### config.mk
export PLATFORM = sky130hd
export DESIGN_NAME = pc_generator
export DESIGN_NICKNAME = d
export VERILOG_FILES = /design/src/rtl/pc_generator.sv
export SDC_FILE = /design/constraint.sdc
export NUM_CORES = 1
export LEC_CHECK = 0
export BUFFER_PORTS_ARGS = -buffer_cell sky130_fd_sc_hd__buf_2
export CORE_MARGIN = 2
export CORE_UTILIZATION = 42
export DETAILED_ROUTE_END_ITERATION = 10
export GPL_ROUTABILITY_DRIVEN = 0
export PLACE_DENSITY = 0.66
export REMOVE_ABC_BUFFERS = 1
export SLEW_MARGIN = 15
export SYNTH_ARGS = -nofsm -noshare
export SYNTH_HDL_FRONTEND = slang
export SYNTH_SLANG_ARGS = --single-unit
### constraint.sdc
create_clock -name clock -period 6.27 [get_ports clock]
set_input_delay 0.3135 -clock clock [delete_from_list [all_inputs] [get_ports clock]]
set_output_delay 0.3135 -clock clock [all_outputs]
set_load 0.005 [all_outputs]
### src/rtl/pc_generator.sv
// Program counter generator: boot/run/halt sequencing, trap entry/return,
// branch redirects with misalignment trapping, and accepted-fetch counting.
module pc_generator #(
    parameter int              XLEN         = 32,
    parameter logic [XLEN-1:0] RESET_VECTOR = '0,
    parameter logic [XLEN-1:0] TRAP_VECTOR  = XLEN'('h100),
    parameter int              STEP         = 4
) (
    input  logic            clock,
    input  logic            reset,
    input  logic            pc_hold,
    input  logic            redirect_valid,
    input  logic [XLEN-1:0] redirect_target,
    input  logic            trap_req,
    input  logic            trap_ret,
    input  logic            halt_req,
    input  logic            resume,
    input  logic            imem_ready,
    output logic [XLEN-1:0] address_bus_IR,
    output logic            pc_valid,
    output logic [XLEN-1:0] epc,
    output logic            misaligned_fault,
    output logic [XLEN-1:0] fetch_count,
    output logic [1:0]      state
);

    typedef enum logic [1:0] {
        BOOT   = 2'd0,
        RUN    = 2'd1,
        HALTED = 2'd2
    } state_t;

    localparam logic [XLEN-1:0] STEP_W = XLEN'(STEP);
    localparam logic [XLEN-1:0] ONE_W  = XLEN'(1);

    state_t          cur_state;
    state_t          next_state;
    logic [XLEN-1:0] pc_q;
    logic [XLEN-1:0] pc_d;
    logic [XLEN-1:0] epc_q;
    logic [XLEN-1:0] epc_d;
    logic [XLEN-1:0] cnt_q;
    logic [XLEN-1:0] cnt_d;
    logic            fault_q;
    logic            fault_d;
    logic            accept;
    logic            misaligned;

    assign pc_valid         = (cur_state == RUN);
    assign accept           = pc_valid & imem_ready;
    assign misaligned       = (redirect_target[1:0] != 2'b00);
    assign address_bus_IR   = pc_q;
    assign epc              = epc_q;
    assign fetch_count      = cnt_q;
    assign misaligned_fault = fault_q;
    assign state            = cur_state;

    // State register with synchronous active-low reset
    always_ff @(posedge clock) begin
        if (!reset) begin
            cur_state <= BOOT;
        end else begin
            cur_state <= next_state;
        end
    end

    // Next-state logic: halt beats resume in RUN, trap wakes from HALTED
    always_comb begin
        next_state = cur_state;
        case (cur_state)
            BOOT: begin
                next_state = RUN;
            end
            RUN: begin
                if (halt_req) begin
                    next_state = HALTED;
                end
            end
            HALTED: begin
                if (trap_req || resume) begin
                    next_state = RUN;
                end
            end
            default: begin
                next_state = BOOT;
            end
        endcase
    end

    // PC / EPC / fault update in priority order: trap, return, redirect, advance
    always_comb begin
        pc_d    = pc_q;
        epc_d   = epc_q;
        fault_d = 1'b0;
        case (cur_state)
            RUN: begin
                if (trap_req) begin
                    epc_d = pc_q;
                    pc_d  = TRAP_VECTOR;
                end else if (trap_ret) begin
                    pc_d = epc_q;
                end else if (redirect_valid) begin
                    if (misaligned) begin
                        epc_d   = pc_q;
                        pc_d    = TRAP_VECTOR;
                        fault_d = 1'b1;
                    end else begin
                        pc_d = redirect_target;
                    end
                end else if (accept && !pc_hold) begin
                    pc_d = pc_q + STEP_W;
                end
            end
            HALTED: begin
                if (trap_req) begin
                    epc_d = pc_q;
                    pc_d  = TRAP_VECTOR;
                end
            end
            default: begin
                pc_d = pc_q;
            end
        endcase
    end

    // Fetch counter advances on every accepted fetch, wrapping naturally
    always_comb begin
        cnt_d = cnt_q;
        if (accept) begin
            cnt_d = cnt_q + ONE_W;
        end
    end

    // Datapath registers with synchronous active-low reset
    always_ff @(posedge clock) begin
        if (!reset) begin
            pc_q    <= RESET_VECTOR;
            epc_q   <= '0;
            cnt_q   <= '0;
            fault_q <= 1'b0;
        end else begin
            pc_q    <= pc_d;
            epc_q   <= epc_d;
            cnt_q   <= cnt_d;
            fault_q <= fault_d;
        end
    end

endmodule

==> impl_metrics.json, run 1 <==
{
  "status": "finished, final reports clean",
  "core_mm2": 0.0121,
  "design_area_mm2": 0.00629,
  "num_antenna_cells": 0,
  "critPathMaxStageDelay_ns": 0.53,
  "io_buffers": 140,
  "synth_edf_count": 0,
  "rsz0062_at_grt": "no",
  "fin_skew_ns": 0.00574,
  "p_leak_nw": 2.53,
  "first_global_vias": 4805,
  "yosysMostFrequentCell": "dfxtp_1",
  "syn_to_final_growth_pct": 20.5,
  "dp_slack_ns": 3.28,
  "min_period_ns": 2.67,
  "cts_buffers": 9,
  "insertion_delay_ns": 0.35,
  "path_delay_family": "simple AND/OR/NAND/NOR gates",
  "synth_top_area_cell": "dfxtp_1",
  "drt_wl_total_mm": 14.8,
  "setup_viol": 0,
  "final_cells": 919,
  "crit_path_start_kind": "flop",
  "cts-htree-levels": 3,
  "rows": 40,
  "slew_violations": 0,
  "cellPowerDensity_mw_per_mm2": 239,
  "post-dp-hpwl_mm": 10.4,
  "die_w_um": 115,
  "synth_commonest_cells": "99 x dfxtp_1, 88 x nor2_1, 48 x nand2_1, 43 x o21ai_0, 36 x nand3_1",
  "hold_buffers": 0,
  "syn_avg_cell_area_um2": 8.26,
  "vias_per_cell": 5.61,
  "slew_headroom_pct": 28.8,
  "fin_nets": 793,
  "worst_ir_drop_vdd_v": 0.000110,
  "cp_max_fo": 13,
  "arrival_ns": 2.96,
  "final_core_util_pct": 52.1,
  "ys_ff_latch": 99,
  "cts_tree": "built",
  "fin_hold_ws_ns": 0.259,
  "cts.path.max_buffers": 2,
  "syn_area_mm2": 0.00522,
  "finalPower_mw": 1.50,
  "cpMaxStageDelayCell": "and2_1",
  "clock-sinks": 99,
  "setup.worst_path.end_class": "flop",
  "synth_cells": 632,
  "critPathRequiredTime_ns": 6.56,
  "ios": 141,
  "fin_crit_sh_pct": 42.5,
  "setup_ws_ns": 3.60,
  "synth.top_cell.area_share_pct": 38.0,
  "hold_violations": 0,
  "tightest_slew_ns": 1.07,
  "synth_cell_type_count": 71,
  "vias": 5153,
  "worstHoldPathType": "input pin to flop",
  "clkTransAtPathRegs_ns": 0.07,
  "initial_core_util_pct": 43.3,
  "die_y_um": 115,
  "postCtsSetupBuffers": 0,
  "drv_cap": 0,
  "fmaxAchievable_mhz": 375,
  "drc_errors": 0,
  "grt_pass1_wl_mm": 23.6,
  "drive_above_1_share_pct": 24.1,
  "synth_area_leaders": "dfxtp_1 38%, mux2i_1 6.5%, nor2_1 6.3%, o21ai_0 4.1%, nand3_1 3.5%",
  "async_reset_ff_share_pct": 0,
  "seq_area_frac_synth_pct": 38.0,
  "setup_tns_ns": 0,
  "yosys_warnings": 0,
  "antenna_found_initial": 0,
  "globalRouteOverflowTotal": 0,
  "worstSetupPathType": "flop to flop",
  "wl_per_cell_um": 16.1,
  "dieArea_mm2": 0.0133,
  "grt_max_degree": 76,
  "path_buf_inv": 1,
  "cts_root_buf": "clkbuf_16",
  "path_cells": "inv_1 -> ha_1 -> or4b_1 -> o211ai_2 -> and2_1 -> a31o_2 -> a211o_1",
  "dr.pass1.iters": 5,
  "drtAntennaViolNets": 0,
  "drt_iter0_drc": 388,
  "dpl.cell_count": 903,
  "grtUsageTotal_pct": 22.2,
  "place_area_mm2": 0.00600,
  "post_cts_resized": 0,
  "synth_ff_type": "dfxtp_1"
}
## worst paths after layout
check	from	to	slack, ns	cells after the start
worst max-delay path	state[1]	address_bus_IR[22]	3.60	7
worst min-delay path	redirect_target[16]	address_bus_IR[16]	0.26	3
worst max register to register	state[1]	address_bus_IR[22]	3.60	7
worst min register to register	fetch_count[1]	fetch_count[1]	0.49	2
## cell type report
class / count / area (µm²)
clock buffers: 11 / 253
clock inverters: 5 / 37.5
repair buffers: 145 / 738
flip-flops and latches: 99 / 1980
well taps: 168 / 210
multi-input cells: 475 / 3010
inverters: 16 / 60.1
fillers: 1168 / 5770
## flip-flops by register name, indices dropped and copies added, names as in the netlist
register / flops
misaligned_fault: 1
epc: 32
state: 2
address_bus_IR: 32
fetch_count: 32
## worst register-to-register path, stage by stage, from the launching register on
cell and delay [ns]:
dfxtp_1 0.34, inv_1 0.11, ha_1 0.40, or4b_1 0.50
o211ai_2 0.42, and2_1 0.53, a31o_2 0.19, a211o_1 0.12
## where the power goes
group | switching [mW] | internal, mW | leakage [nW]
clock | 0.246 | 0.291 | 0.138
sequential | 0.0376 | 0.652 | 0.799
combinational | 0.164 | 0.110 | 1.59
total | 0.447 | 1.05 | 2.53
## cells by family (layout without fill, tap and decap cells)
kind of cell    count (synthesis)  after routing  share of synthesized area [%]
xor+xnor                       33             33                           5.54
flops                          99             99                           38.0
buf+inv                        58            177                           4.53
mux                            35             35                           6.74
compound gates                134            134                           17.8
fa+ha+maj                       6              6                           1.44
simple gates                  267            267                           26.0
## metal layers
layer / vias to the layer above / part of all wire (%) / GRT usage [%]
met5: - / 0 / 0
met4: 0 / 1.6 / 7.87
met3: 23 / 5.5 / 4.45
li1: 2514 / - / -
met2: 155 / 47 / 36.3
met1: 2461 / 46 / 29.4
## cells in the final DEF, fill, tap and decap left out, drive strengths merged, types with 4 or more instances in the layout
master,instances
xor2,17
nand4,16
a22oi,4
a221oi,8
ha,6
or4,4
a211oi,6
nand2,49
a21oi,23
clkbuf,11
a221o,5
clkinv,5
o21ai,43
or3,9
and2,7
o31ai,5
nor4,18
xnor2,16
and3,8
a32oi,4
buf,145
nand2b,9
dfxtp,99
inv,14
and4,7
mux2i,34
o2bb2ai,7
nor2,88
nand3,37
nor3,5
Power figures use the tool's default switching activity.
==> inputs of run 2 (changes only) <==
==> constraint.sdc (replaced) <==
create_clock -name clock -period 2.5 [get_ports clock]
set_input_delay 0.125 -clock clock [delete_from_list [all_inputs] [get_ports clock]]
set_output_delay 0.125 -clock clock [all_outputs]
set_load 0.005 [all_outputs]
==> run 2 against run 1 <==
- die area unchanged
- clock-buffer cell count up 4
- worst setup slack got worse by 3.4 ns
- design area increased by 3.8%
- register-to-register slack worse by 3.4 ns
- global-route usage rose by 0.93 points
- critical endpoint is now fetch_count[31]
==> impl_metrics.json, run 2 (same netlist as run 1, synthesis figures left out) <==
{
  "cpMaxStageDelayCell": "or4_1",
  "vias": 5276,
  "wl_per_cell_um": 16.2,
  "cts-htree-levels": 3,
  "p_leak_nw": 2.66,
  "fmaxAchievable_mhz": 434,
  "initial_core_util_pct": 43.3,
  "drv_cap": 0,
  "drive_above_1_share_pct": 26.0,
  "drt_wl_total_mm": 15.2,
  "cts_root_buf": "clkbuf_16",
  "design_area_mm2": 0.00653,
  "critPathMaxStageDelay_ns": 0.65,
  "cts.path.max_buffers": 2,
  "hold_violations": 0,
  "fin_skew_ns": 0.00485,
  "tightest_slew_ns": 0.468,
  "vias_per_cell": 5.61,
  "fill_cells": 1155,
  "post-dp-hpwl_mm": 11.0,
  "cts_tree": "built",
  "fin_nets": 814,
  "die_y_um": 115,
  "cts_buffers": 9,
  "io_buffers": 140,
  "drtAntennaViolNets": 0,
  "slew_headroom_pct": 68.5,
  "crit_path_start_kind": "flop",
  "min_period_ns": 2.30,
  "worst_ir_drop_vdd_v": 0.000339,
  "place_area_mm2": 0.00619,
  "ios": 141,
  "syn_to_final_growth_pct": 25.0,
  "critPathRequiredTime_ns": 2.78,
  "worstSetupPathType": "flop to flop",
  "drc_errors": 0,
  "core_mm2": 0.0121,
  "clock-sinks": 99,
  "setup_viol": 0,
  "num_antenna_cells": 0,
  "mostFrequentLayoutCell": "buf_2",
  "cp_max_fo": 10,
  "dr.pass1.iters": 5,
  "arrival_ns": 2.58,
  "first_global_vias": 4853,
  "rows": 40,
  "hold_buffers": 0,
  "grt_pass1_wl_mm": 24.6,
  "insertion_delay_ns": 0.35,
  "antenna_found_initial": 0,
  "die_w_um": 115,
  "path_cells": "inv_1 -> ha_2 -> and4_4 -> nand2_2 -> or4_1 -> or3_1 -> a21oi_1",
  "grtUsageTotal_pct": 23.2,
  "worstHoldPathType": "input pin to flop",
  "fin_hold_ws_ns": 0.0660,
  "grt_max_degree": 53,
  "clkTransAtPathRegs_ns": 0.06,
  "status": "finished, final reports clean",
  "slew_violations": 0,
  "setup.worst_path.end_class": "flop",
  "fin_crit_sh_pct": 92.1,
  "cellPowerDensity_mw_per_mm2": 606,
  "rsz0062_at_grt": "yes",
  "drt_iter0_drc": 331,
  "final_cell_mix": "140 x buf_2, 99 x dfxtp_1, 88 x nor2_1",
  "dieArea_mm2": 0.0133,
  "globalRouteOverflowTotal": 0
}
-- run 2: stage by stage --
| stage | util [%] | total power, mW | setup slack [ns] | setup TNS [ns] | instances |
|---|---|---|---|---|---|
| 6_report | 54.1 | 3.95 | 0.198 | 0 | 940 |
| 3_5_place_dp | 51.3 | 2.52 | 0.125 | 0 | 922 |
| 3_3_place_gp | 51.3 | 2.50 | 0.172 | 0 | 922 |
| 2_1_floorplan | - | 2.18 | -0.0899 | -2.88 | 590 |
| 5_1_grt | 54.1 | 4.14 | -0.00441 | -0.00441 | 940 |
| 4_1_cts | 53.9 | 3.97 | 0.103 | 0 | 938 |
-- run 2: final cells by class --
class | instances | area, µm² | share of cell area, %
Inverter | 16 | 60.1 | 0.920
Multi-Input combinational cell | 475 | 3020 | 46.3
Clock inverter | 1 | 30.0 | 0.460
Clock buffer | 15 | 278 | 4.26
Tap cell | 168 | 210 | 3.22
Timing Repair Buffer | 166 | 946 | 14.5
Sequential cell | 99 | 1980 | 30.4
-- run 2: timing repair --
action | CTS | global route
resized for setup | 0 | 3
endpoints found under the setup margin | 0 | 12
buffers inserted | 0 | 2
-- run 2: power breakdown --
part | total, mW | switching, mW | internal [mW]
Clock | 1.44 | 0.585 | 0.860
Sequential | 1.72 | 0.0867 | 1.64
Combinational | 0.787 | 0.445 | 0.342
Total | 3.95 | 1.12 | 2.84
-- run 2: final timing paths --
path	endpoint	slack, ns	startpoint	cells past startpoint
max	fetch_count[31]	0.20	state[1]	7
min	address_bus_IR[12]	0.07	redirect_target[12]	3
max reg2reg	fetch_count[31]	0.20	state[1]	7
min reg2reg	fetch_count[31]	0.49	fetch_count[31]	2
-- run 2: layer usage --
metal / routed length (µm) / global-route usage [%] / part of all wire (%) / up-vias
li1: - / - / - / 2559
met1: 6820 / 30.7 / 45 / 2465
met2: 7050 / 37.2 / 46 / 224
met3: 1070 / 4.50 / 7.0 / 28
met4: 316 / 9.32 / 2.1 / 0
met5: 0 / 0 / 0 / -
-- run 2: critical path, delay by kind of cell, from the launching register on --
| family | cells | cell delay [ns] |
|---|---|---|
| AND/OR/NAND/NOR | 4 | 1.36 |
| buffers and inverters | 1 | 0.11 |
| adder cells (fa/ha/maj) | 1 | 0.29 |
| AO/OA/AOI/OAI | 1 | 0.14 |
| flip-flops | 1 | 0.33 |
==> inputs of run 3 (changes only) <==
--- a/config.mk
+++ b/config.mk
@@ -5,12 +5,13 @@
 export SDC_FILE = /design/constraint.sdc
 export NUM_CORES = 1
 export LEC_CHECK = 0
+export ABC_AREA = 1
 export BUFFER_PORTS_ARGS = -buffer_cell sky130_fd_sc_hd__buf_2
 export CORE_MARGIN = 2
-export CORE_UTILIZATION = 42
+export CORE_UTILIZATION = 54
 export DETAILED_ROUTE_END_ITERATION = 10
 export GPL_ROUTABILITY_DRIVEN = 0
-export PLACE_DENSITY = 0.66
+export PLACE_DENSITY = 0.81
 export REMOVE_ABC_BUFFERS = 1
 export SLEW_MARGIN = 15
 export SYNTH_ARGS = -nofsm -noshare
==> constraint.sdc (replaced) <==
create_clock -name clock -period 2.4 [get_ports clock]
set_input_delay 0.12 -clock clock [delete_from_list [all_inputs] [get_ports clock]]
set_output_delay 0.12 -clock clock [all_outputs]
set_load 0.005 [all_outputs]
==> run 3 against run 2 <==
- synthesized cell count is 42% higher
- combinational power is 110% higher
- power is 34% higher
- clock power is 8% lower
- die area is 15% lower
- sequential cell count stayed put
- clock skew is 0.0080 ns higher
- global-route usage is 5.7 points higher
- critical endpoint is now address_bus_IR[7]
==> impl_metrics.json, run 3 <==
{
  "status": "finished, final reports clean",
  "vias": 6289,
  "slew_violations": 0,
  "min_period_ns": 2.14,
  "async_reset_ff_share_pct": 0,
  "cp_max_fo": 17,
  "cpMaxStageDelayCell": "nor2_2",
  "cts-htree-levels": 3,
  "setup_viol": 0,
  "arrival_ns": 2.46,
  "postCtsSetupBuffers": 0,
  "syn_avg_cell_area_um2": 6.32,
  "io_buffers": 140,
  "setup_ws_ns": 0.258,
  "dr.pass1.iters": 5,
  "synth_edf_count": 0,
  "rows": 37,
  "globalRouteOverflowTotal": 0,
  "path_buf_inv": 1,
  "setup_tns_ns": 0,
  "path_cells": "inv_1 -> ha_1 -> nand2_2 -> o21ai_2 -> nand3_2 -> nor2_2 -> o211ai_1 -> a21oi_1",
  "vias_per_cell": 5.40,
  "fin_nets": 1070,
  "first_global_vias": 5610,
  "core_mm2": 0.0103,
  "hold_buffers": 0,
  "place_area_mm2": 0.00644,
  "wl_per_cell_um": 14.0,
  "yosys_warnings": 0,
  "syn_area_mm2": 0.00568,
  "synth_commonest_cells": "220 x nand2_1, 153 x nor2_1, 99 x dfxtp_1, 80 x inv_1, 79 x a21oi_1",
  "clkTransAtPathRegs_ns": 0.10,
  "cts_root_buf": "clkbuf_8",
  "dp_slack_ns": 0.342,
  "syn_to_final_growth_pct": 17.8,
  "num_antenna_cells": 0,
  "antenna_found_initial": 0,
  "worstSetupPathType": "flop to flop",
  "drive_above_1_share_pct": 19.9,
  "synth_cell_type_count": 38,
  "cellPowerDensity_mw_per_mm2": 789,
  "worstHoldPathType": "input pin to flop",
  "path_delay_family": "simple AND/OR/NAND/NOR gates",
  "final_cells": 1164,
  "synth_top_area_cell": "dfxtp_1",
  "yosysMostFrequentCell": "nand2_1",
  "drtAntennaViolNets": 0,
  "post_cts_resized": 0,
  "fmaxAchievable_mhz": 467,
  "dpl.cell_count": 1148,
  "seq_area_frac_synth_pct": 34.9,
  "synth.top_cell.area_share_pct": 34.9,
  "setup.worst_path.end_class": "flop",
  "fin_skew_ns": 0.0129,
  "hold_violations": 0,
  "critPathRequiredTime_ns": 2.72,
  "p_leak_nw": 2.87,
  "design_area_mm2": 0.00669,
  "drc_errors": 0,
  "die_y_um": 107,
  "synth_area_leaders": "dfxtp_1 35%, nand2_1 15%, nor2_1 10%, a21oi_1 7.0%, o21ai_0 6.1%",
  "crit_path_start_kind": "flop",
  "slew_headroom_pct": 62.0,
  "final_cell_mix": "220 x nand2_1, 152 x nor2_1, 140 x buf_2",
  "rsz0062_at_grt": "no",
  "grtUsageTotal_pct": 28.9,
  "initial_core_util_pct": 55.3,
  "synth_cells": 898,
  "worst_ir_drop_vdd_v": 0.000468,
  "grt_max_degree": 59,
  "critPathMaxStageDelay_ns": 0.42,
  "grt_pass1_wl_mm": 26.6,
  "cts.path.max_buffers": 2,
  "mostFrequentLayoutCell": "nand2_1",
  "cts_buffers": 9,
  "ys_ff_latch": 99,
  "fin_crit_sh_pct": 89.2,
  "dieArea_mm2": 0.0114,
  "clock-sinks": 99,
  "ios": 141,
  "insertion_delay_ns": 0.38,
  "drt_wl_total_mm": 16.3,
  "post-dp-hpwl_mm": 11.5,
  "synth_ff_type": "dfxtp_1",
  "final_core_util_pct": 65.1,
  "fill_cells": 980,
  "drt_iter0_drc": 417,
  "tightest_slew_ns": 0.570,
  "drv_cap": 0,
  "die_w_um": 107,
  "cts_tree": "built"
}
==> run 3: cell types whose count changed after synthesis, moves of 23 or more <==
cell     previous run  this run
mux2i_1            34         0
nand3_1            36        59
nand2_1            48       220
a21oi_1            23        79
o21ai_0            43        69
inv_1              14        80
nor2_1             88       153
==> run 3: path summary, 6_finish.rpt <==
check	from	end	slack, ns	depth (start not counted)
min	redirect_valid	misaligned_fault	0.06	3
max reg2reg	state[1]	address_bus_IR[7]	0.26	8
max	state[1]	address_bus_IR[7]	0.26	8
min reg2reg	epc[9]	epc[9]	0.48	2
==> run 3: layer usage <==
| layer | vias up | GRT usage, % | wire, µm |
|---|---|---|---|
| met5 | - | 0 | 0 |
| met4 | 0 | 7.61 | 286 |
| met3 | 26 | 5.64 | 1370 |
| met2 | 276 | 51.2 | 7930 |
| met1 | 2838 | 35.9 | 6730 |
| li1 | 3149 | - | - |
==> run 3: where the power goes <==
group / internal (mW) / leakage [nW] / switching [mW]
Clock: 0.720 / 0.115 / 0.614
Sequential: 1.95 / 0.805 / 0.312
Combinational: 0.646 / 1.95 / 1.04
Total: 3.32 / 2.87 / 1.96
==> run 3: cell type report <==
class	count	area (µm²)	share of cell area [%]
clock buffer	10	138	2.06
inverter	85	319	4.77
sequential	99	1980	29.6
tap	136	170	2.54
clock inverter	6	113	1.68
timing repair buffer	152	803	12.0
multi-input combinational	676	3170	47.3
==> run 3: worst register-to-register path: cells and delay by family (launching register included) <==
kind	cells	cell delay, ns
simple gates	3	0.95
compound gates	3	0.49
flops	1	0.34
fa+ha+maj	1	0.20
buf+inv	1	0.11
==> run 3: stage by stage <==
step | power (mW) | hold slack (ns)
after CTS | 5.28 | 0.0340
final | 5.28 | 0.0606
after global routing | 5.60 | 0.0757
after global placement | 3.92 | 0.449
after floorplan | 3.17 | 0.240
after detailed placement | 3.96 | 0.445
==> run 3: kinds of logic (layout without fill, tap and decap cells) <==
family | count (synthesis) | count (layout) | share of synthesized area, %
flip-flops | 99 | 99 | 34.9
buffers and inverters | 123 | 253 | 9.39
adder cells (fa/ha/maj) | 6 | 6 | 1.32
AO/OA/AOI/OAI | 178 | 178 | 16.6
AND/OR/NAND/NOR | 480 | 480 | 36.0
XOR/XNOR | 12 | 12 | 1.85
